===== src/rtl/ram_port_arbiter_pkg.sv =====
// Shared definitions for the two-port RAM arbiter: FSM states, port ids and
// the legal range of the access length.
package ram_port_arbiter_pkg;

   typedef enum logic [1:0] {
      S_IDLE    = 2'd0,
      S_ACCESS  = 2'd1,
      S_RECOVER = 2'd2
   } state_t;

   localparam logic PORT_A = 1'b0;
   localparam logic PORT_B = 1'b1;

   localparam int ACC_CYC_MIN = 1;
   localparam int ACC_CYC_MAX = 4;

   function automatic bit acc_cyc_legal(input int n);
      return (n >= ACC_CYC_MIN) && (n <= ACC_CYC_MAX);
   endfunction

endpackage


===== src/rtl/ram_port_arbiter_rr_arb2.sv =====
// Two-way round-robin pick. The pointer only moves under contention, and then
// it moves to the loser so the next contended grant goes the other way.
module ram_port_arbiter_rr_arb2
   import ram_port_arbiter_pkg::*;
(
   input  logic       clk,
   input  logic       rst,
   input  logic [1:0] req,
   input  logic       load,
   output logic       grant
);

   logic ptr;

   always_comb begin
      case (req)
         2'b01:   grant = PORT_A;
         2'b10:   grant = PORT_B;
         default: grant = ptr;
      endcase
   end

   always_ff @(posedge clk) begin
      if (rst)
         ptr <= PORT_A;
      else if (load && (req == 2'b11))
         ptr <= ~grant;
   end

endmodule


===== src/rtl/ram_port_arbiter.sv =====
// Shares one RAM between port A and port B: round-robin grant, req/done
// handshake, and active-low CS/WR sequencing IDLE -> ACCESS -> RECOVER.
module ram_port_arbiter
   import ram_port_arbiter_pkg::*;
#(
   parameter int AW      = 8,
   parameter int DW      = 8,
   parameter int ACC_CYC = 1
) (
   input  logic          clk,
   input  logic          rst,
   input  logic          a_req,
   input  logic          a_we,
   input  logic [AW-1:0] a_addr,
   input  logic [DW-1:0] a_wdata,
   output logic [DW-1:0] a_rdata,
   output logic          a_done,
   input  logic          b_req,
   input  logic          b_we,
   input  logic [AW-1:0] b_addr,
   input  logic [DW-1:0] b_wdata,
   output logic [DW-1:0] b_rdata,
   output logic          b_done,
   output logic          ram_cs,
   output logic          ram_wr,
   output logic [AW-1:0] ram_addr,
   output logic [DW-1:0] ram_din,
   input  logic [DW-1:0] ram_dout,
   output logic          busy
);

   if (!acc_cyc_legal(ACC_CYC)) begin : g_acc_cyc_check
      $error("ram_port_arbiter: ACC_CYC must be 1..4");
   end

   localparam logic [1:0] LAST_CNT = 2'(ACC_CYC - 1);

   state_t     state, state_nxt;
   logic [1:0] cnt;
   logic       gnt_id;
   logic       arb_grant;
   logic       start;
   logic       acc_last;

   assign start    = (state == S_IDLE) && (a_req || b_req);
   assign acc_last = (state == S_ACCESS) && (cnt == LAST_CNT);

   ram_port_arbiter_rr_arb2 u_arb (
      .clk   (clk),
      .rst   (rst),
      .req   ({b_req, a_req}),
      .load  (start),
      .grant (arb_grant)
   );

   always_comb begin
      // NOTE: default first so every path assigns state_nxt and no latch is inferred.
      state_nxt = state;
      case (state)
         S_IDLE:    if (start) state_nxt = S_ACCESS;
         S_ACCESS:  if (acc_last) state_nxt = S_RECOVER;
         S_RECOVER: state_nxt = S_IDLE;
         default:   state_nxt = S_IDLE;
      endcase
   end

   always_ff @(posedge clk) begin
      // NOTE: non-blocking so every register in this process updates from pre-edge values.
      if (rst)
         state <= S_IDLE;
      else
         state <= state_nxt;
   end

   // The winner's request is captured straight into the RAM-side registers,
   // which then stay frozen until the access finishes.
   always_ff @(posedge clk) begin
      if (rst) begin
         cnt      <= '0;
         gnt_id   <= PORT_A;
         ram_cs   <= 1'b1;
         ram_wr   <= 1'b1;
         ram_addr <= '0;
         ram_din  <= '0;
         a_rdata  <= '0;
         b_rdata  <= '0;
         a_done   <= 1'b0;
         b_done   <= 1'b0;
         busy     <= 1'b0;
      end else begin
         a_done <= 1'b0;
         b_done <= 1'b0;
         busy   <= (state_nxt != S_IDLE);
         case (state)
            S_IDLE: begin
               if (start) begin
                  gnt_id   <= arb_grant;
                  cnt      <= '0;
                  ram_cs   <= 1'b0;
                  ram_wr   <= (arb_grant == PORT_B) ? ~b_we    : ~a_we;
                  ram_addr <= (arb_grant == PORT_B) ? b_addr  : a_addr;
                  ram_din  <= (arb_grant == PORT_B) ? b_wdata : a_wdata;
               end
            end
            S_ACCESS: begin
               cnt <= cnt + 2'd1;
               if (acc_last) begin
                  ram_cs <= 1'b1;
                  ram_wr <= 1'b1;
                  if (gnt_id == PORT_A) begin
                     a_done <= 1'b1;
                     if (ram_wr) a_rdata <= ram_dout;
                  end else begin
                     b_done <= 1'b1;
                     if (ram_wr) b_rdata <= ram_dout;
                  end
               end
            end
            default: ;
         endcase
      end
   end

endmodule


===== config.mk =====
export PLATFORM = sky130hd
export DESIGN_NAME = ram_port_arbiter
export DESIGN_NICKNAME = d
export VERILOG_FILES = /design/src/rtl/ram_port_arbiter_pkg.sv /design/src/rtl/ram_port_arbiter_rr_arb2.sv /design/src/rtl/ram_port_arbiter.sv
export SDC_FILE = /design/constraint.sdc
export NUM_CORES = 1
export LEC_CHECK = 0
export CORE_MARGIN = 3
export CORE_UTILIZATION = 46
export DETAILED_ROUTE_END_ITERATION = 12
export PLACE_DENSITY = 0.95
export SYNTH_ARGS = -nofsm -noshare
export SYNTH_HDL_FRONTEND = slang
export SYNTH_HIERARCHICAL = 1
export SYNTH_SLANG_ARGS = --single-unit

===== constraint.sdc =====
create_clock -name clk -period 3.1 [get_ports clk]
set_clock_uncertainty 0.15 [all_clocks]
set_input_delay 0.62 -clock clk [delete_from_list [all_inputs] [get_ports clk]]
set_output_delay 0.62 -clock clk [all_outputs]
set_load 0.005 [all_outputs]

==> impl_summary.txt <==
----------------------------------------------------
[Status]
  Run status ... completed

[Pwr]
  Worst vdd rail ir drop ... 0.325 mV
  Flop pwr share ... a little under half
  Power share of the clock group ... between 20 and 30%
  Net switching power ... approximately 0.4 mW
  Internal portion of total power ... approximately 1.0 mW
  Total power per unit cell area ... 483 mW/mm²
  Switching Fraction ... 28.8%
  Logic gate share of total power ... between 20% and 30%
  Static leakage ... around 1.1 nW

[Detailed routing]
  Drt initial violations ... 100
  Routed Antenna Nets ... 0
  Vias after detailed routing ... 1665
  Detailed-routing iteration count for the pre-antenna-repair pass ... 4
  Drt wl/cell ... between 15 and 20 µm
  Final wirelength ... approximately 4800 µm
  Final routed DRC violation total ... 0
  Number of vias per cell after detailed routing ... 5.25

[Global routing]
  Grt met1 use ... 22.8%
  Number of antenna violations at the first check in global routing ... 0
  Global-route layer with the greatest usage ... met2
  Global-route met2 utilization ... 32.8%
  Vias in the first global route ... 1689
  Aggregate global-route resource usage ... 19.4%
  Pin count of the biggest net entering global routing ... 22
  Wire length of the first global-routing pass ... 7830 µm
  Remaining global-route overflow ... 0
  Global-route met3 utilization ... under 10%

[Setup path]
  Arrival @ worst endpoint ... 2680 ps
  Required arrival time at the worst endpoint ... around 3200 ps
  CP Capture Type ... register
  Classification of the worst setup path ... input port to register
  Worst-path maximum fanout ... 5
  Nature of the critical path startpoint ... input port

[Yosys]
  Post-synthesis xor/xnor area fraction ... 0%
  Post-synthesis cell type with the largest combined area ... sky130_fd_sc_hd__dfxtp_1
  Count of cell types in the netlist ... 35
  Total nets after synthesis ... roughly 240
  Fraction of the mapped netlist area in simple logic gates ... ~14%
  Mean Syn Cell Area ... 10.7 µm²
  Sequential cell area fraction in the yosys report ... 42.7%
  Dominant combinational cell family by area after synthesis ... compound AO/OA/AOI/OAI gates
  Mux cell area share after synthesis ... between 15 and 20%
  Netlist area before placement ... 0.00202 mm²
  Yosys Warn Count ... 6
  Fraction of synthesized cell area taken by the top area cell type ... 42.7%
  Synthesized instance count ... around 190
  Synthesis-stage register bit count ... 43
  Post-Synth Adder-Cell Area ... about 2.5%
  Most area-consuming cells after synthesis ... sky130_fd_sc_hd__dfxtp_1, sky130_fd_sc_hd__mux2i_1, sky130_fd_sc_hd__nand2b_1, sky130_fd_sc_hd__a211oi_2, sky130_fd_sc_hd__a21oi_1
  Synth Area in Compound Gates ... between 10% and 20%

[Cells and area]
  Signed area change from the synthesized netlist to the final layout ... 43.9%
  Most common cell after layout, fill and taps aside ... sky130_fd_sc_hd__clkdlybuf4s50_1
  Net total in the final layout ... around 320
  Number of fill cells in the layout ... about 300
  Fraction of layout instances using a drive strength above 1 ... between 8 and 9%
  Diode count ... 0
  Most frequent cells in the layout ... sky130_fd_sc_hd__clkdlybuf4s50_1, sky130_fd_sc_hd__dfxtp_1, sky130_fd_sc_hd__mux2i_1

[Place]
  Estimated wirelength of the detail-placed design ... ~3600 µm
  Final weighted congestion of routability-driven global placement ... approximately 0.71
  Number of buffers inserted by port buffering ... a little over 80

[STA]
  Number of failing setup endpoints in the final timing report ... 0
  Final-layout setup total negative slack ... 0 ps
  Worst Hold Margin ... about 330 ps
  Crit share post-route ... a little over four fifths
  Number of pins exceeding their max-slew limit in the final report ... 0
  Highest achievable clock rate ... around 0.38 GHz
  Worst slew pin tran ... 606 ps
  Endpoints failing hold ... 0
  Shortest period the worst path allows ... around 2600 ps
  RSZ-0062 raised after global routing ... no
  Relative max-transition margin ... between 50 and 60%

[Floorplan]
  Area inside the core boundary ... between 0.004 and 0.005 mm²
  I/O pins ... 83
  Die Ht ... just over 70 µm
  Die area ... between 0.005 and 0.006 mm²
  Effective utilization at floorplan ... roughly half
  Number of placement rows ... 23
  Die W ... slightly above 70 µm

[Clocking]
  Post CTS Setup Buffer Count ... 0
  Number of buffers created by CTS ... 5
  TritonCTS clock tree ... built
  Hold-fix buffers, CTS ... 0
  Source-to-sink clock delay at the later pin of the worst-skew pair ... approximately 300 ps
  Clock-pin slew on the worst setup and hold paths ... roughly 80 ps
  Buffer cell driving the clock tree root ... sky130_fd_sc_hd__clkbuf_8
  H-tree depth ... 2
  Max Buffers Root-to-Sink ... 2
  TritonCTS Sinks ... 43
  Number of gates resized after CTS ... 0

[Flow run]
  Max-cap violations ... 0

[Worst hold path]
  Worst min-delay path class ... register to register

----------------------------------------------------
-- worst max-delay path: stages --
cell                              delay (ps)
sky130_fd_sc_hd__clkdlybuf4s50_1         580
sky130_fd_sc_hd__inv_1                   100
sky130_fd_sc_hd__ha_1                    330
sky130_fd_sc_hd__mux2_2                  390
sky130_fd_sc_hd__mux2i_1                 220
sky130_fd_sc_hd__nor3_1                   90
sky130_fd_sc_hd__o41ai_1                 350
-- final cells by class --
class                   instances  area [µm²]  area share (%)
multi-input cells             126        1030            35.5
flip-flops and latches         43         861            29.7
repair buffers                 85         843            29.1
clock buffers                   6        72.6            2.50
well taps                      50        62.6            2.16
inverters                       5        18.8           0.647
clock inverters                 2        12.5           0.431
-- path summary, 6_finish.rpt --
kind / startpoint / endpoint / slack, ps / cells after the start
setup reg to reg: state[0] / a_rdata[1] / 1290 / 3
hold reg to reg: a_rdata[3] / a_rdata[3] / 330 / 2
hold / removal: a_rdata[3] / a_rdata[3] / 330 / 2
setup / recovery: a_req / ram_wr / 470 / 7
-- cells in the mapped netlist (all sizes together) --
cell,instances
mux2i,33
o32ai,1
a21bo,1
buf,11
nor2,2
mux2,1
nand4,1
a21boi,1
a211oi,16
dfxtp,43
nand3,1
o41ai,1
nand4b,1
ha,4
and3b,1
a21oi,20
nand2,1
nor2b,3
nand4bb,1
nand2b,24
inv,4
clkinv,1
and2,1
clkbuf,3
nor3,5
and4b,1
o21bai,2
o21ba,1
o21ai,2
a31oi,1
-- kinds of logic after synthesis --
kind of cell / after synthesis
adders and majority gates: 4
buffers and inverters: 19
DFF: 43
AOI/OAI and AO/OA: 46
and+or+nand+nor: 42
muxes: 34
-- stage by stage --
stage / total power [mW] / cell area, µm² / cells / util [%] / setup slack (ps)
2_1_floorplan: 0.880 / 2020 / 188 / - / 917
3_3_place_gp: 1.05 / 2820 / 309 / 68.4 / 310
3_5_place_dp: 1.06 / 2820 / 309 / 68.4 / 206
4_1_cts: 1.41 / 2900 / 317 / 70.5 / 478
5_1_grt: 1.48 / 2900 / 317 / 70.5 / 362
6_report: 1.40 / 2900 / 317 / 70.5 / 468
-- sequential cells by signal, indices dropped and copies added, names as in the netlist --
signal     count
a_rdata        8
b_rdata        8
ram_addr       8
ram_din        8
cnt            2
state          2
a_done         1
b_done         1
busy           1
gnt_id         1
ram_cs         1
ram_wr         1
u_arb/ptr      1
-- per-layer routing --
layer / vias up / part of all wire (%) / routed length [µm]
met3: 10 / 3.7 / 178
met5: - / 0 / 0
met2: 40 / 52 / 2530
met4: 0 / 2.9 / 142
li1: 829 / - / -
met1: 786 / 41 / 1980
-- power groups by stage --
stage          clock network, mW  registers [mW]  logic (mW)
4_1_cts                    0.357           0.653       0.401
3_3_place_gp                   0           0.662       0.388
2_1_floorplan                  0           0.659       0.221
6_report                   0.352           0.653       0.396
3_5_place_dp                   0           0.665       0.397
5_1_grt                    0.385           0.661       0.431
(Power assumes the default switching activity.)
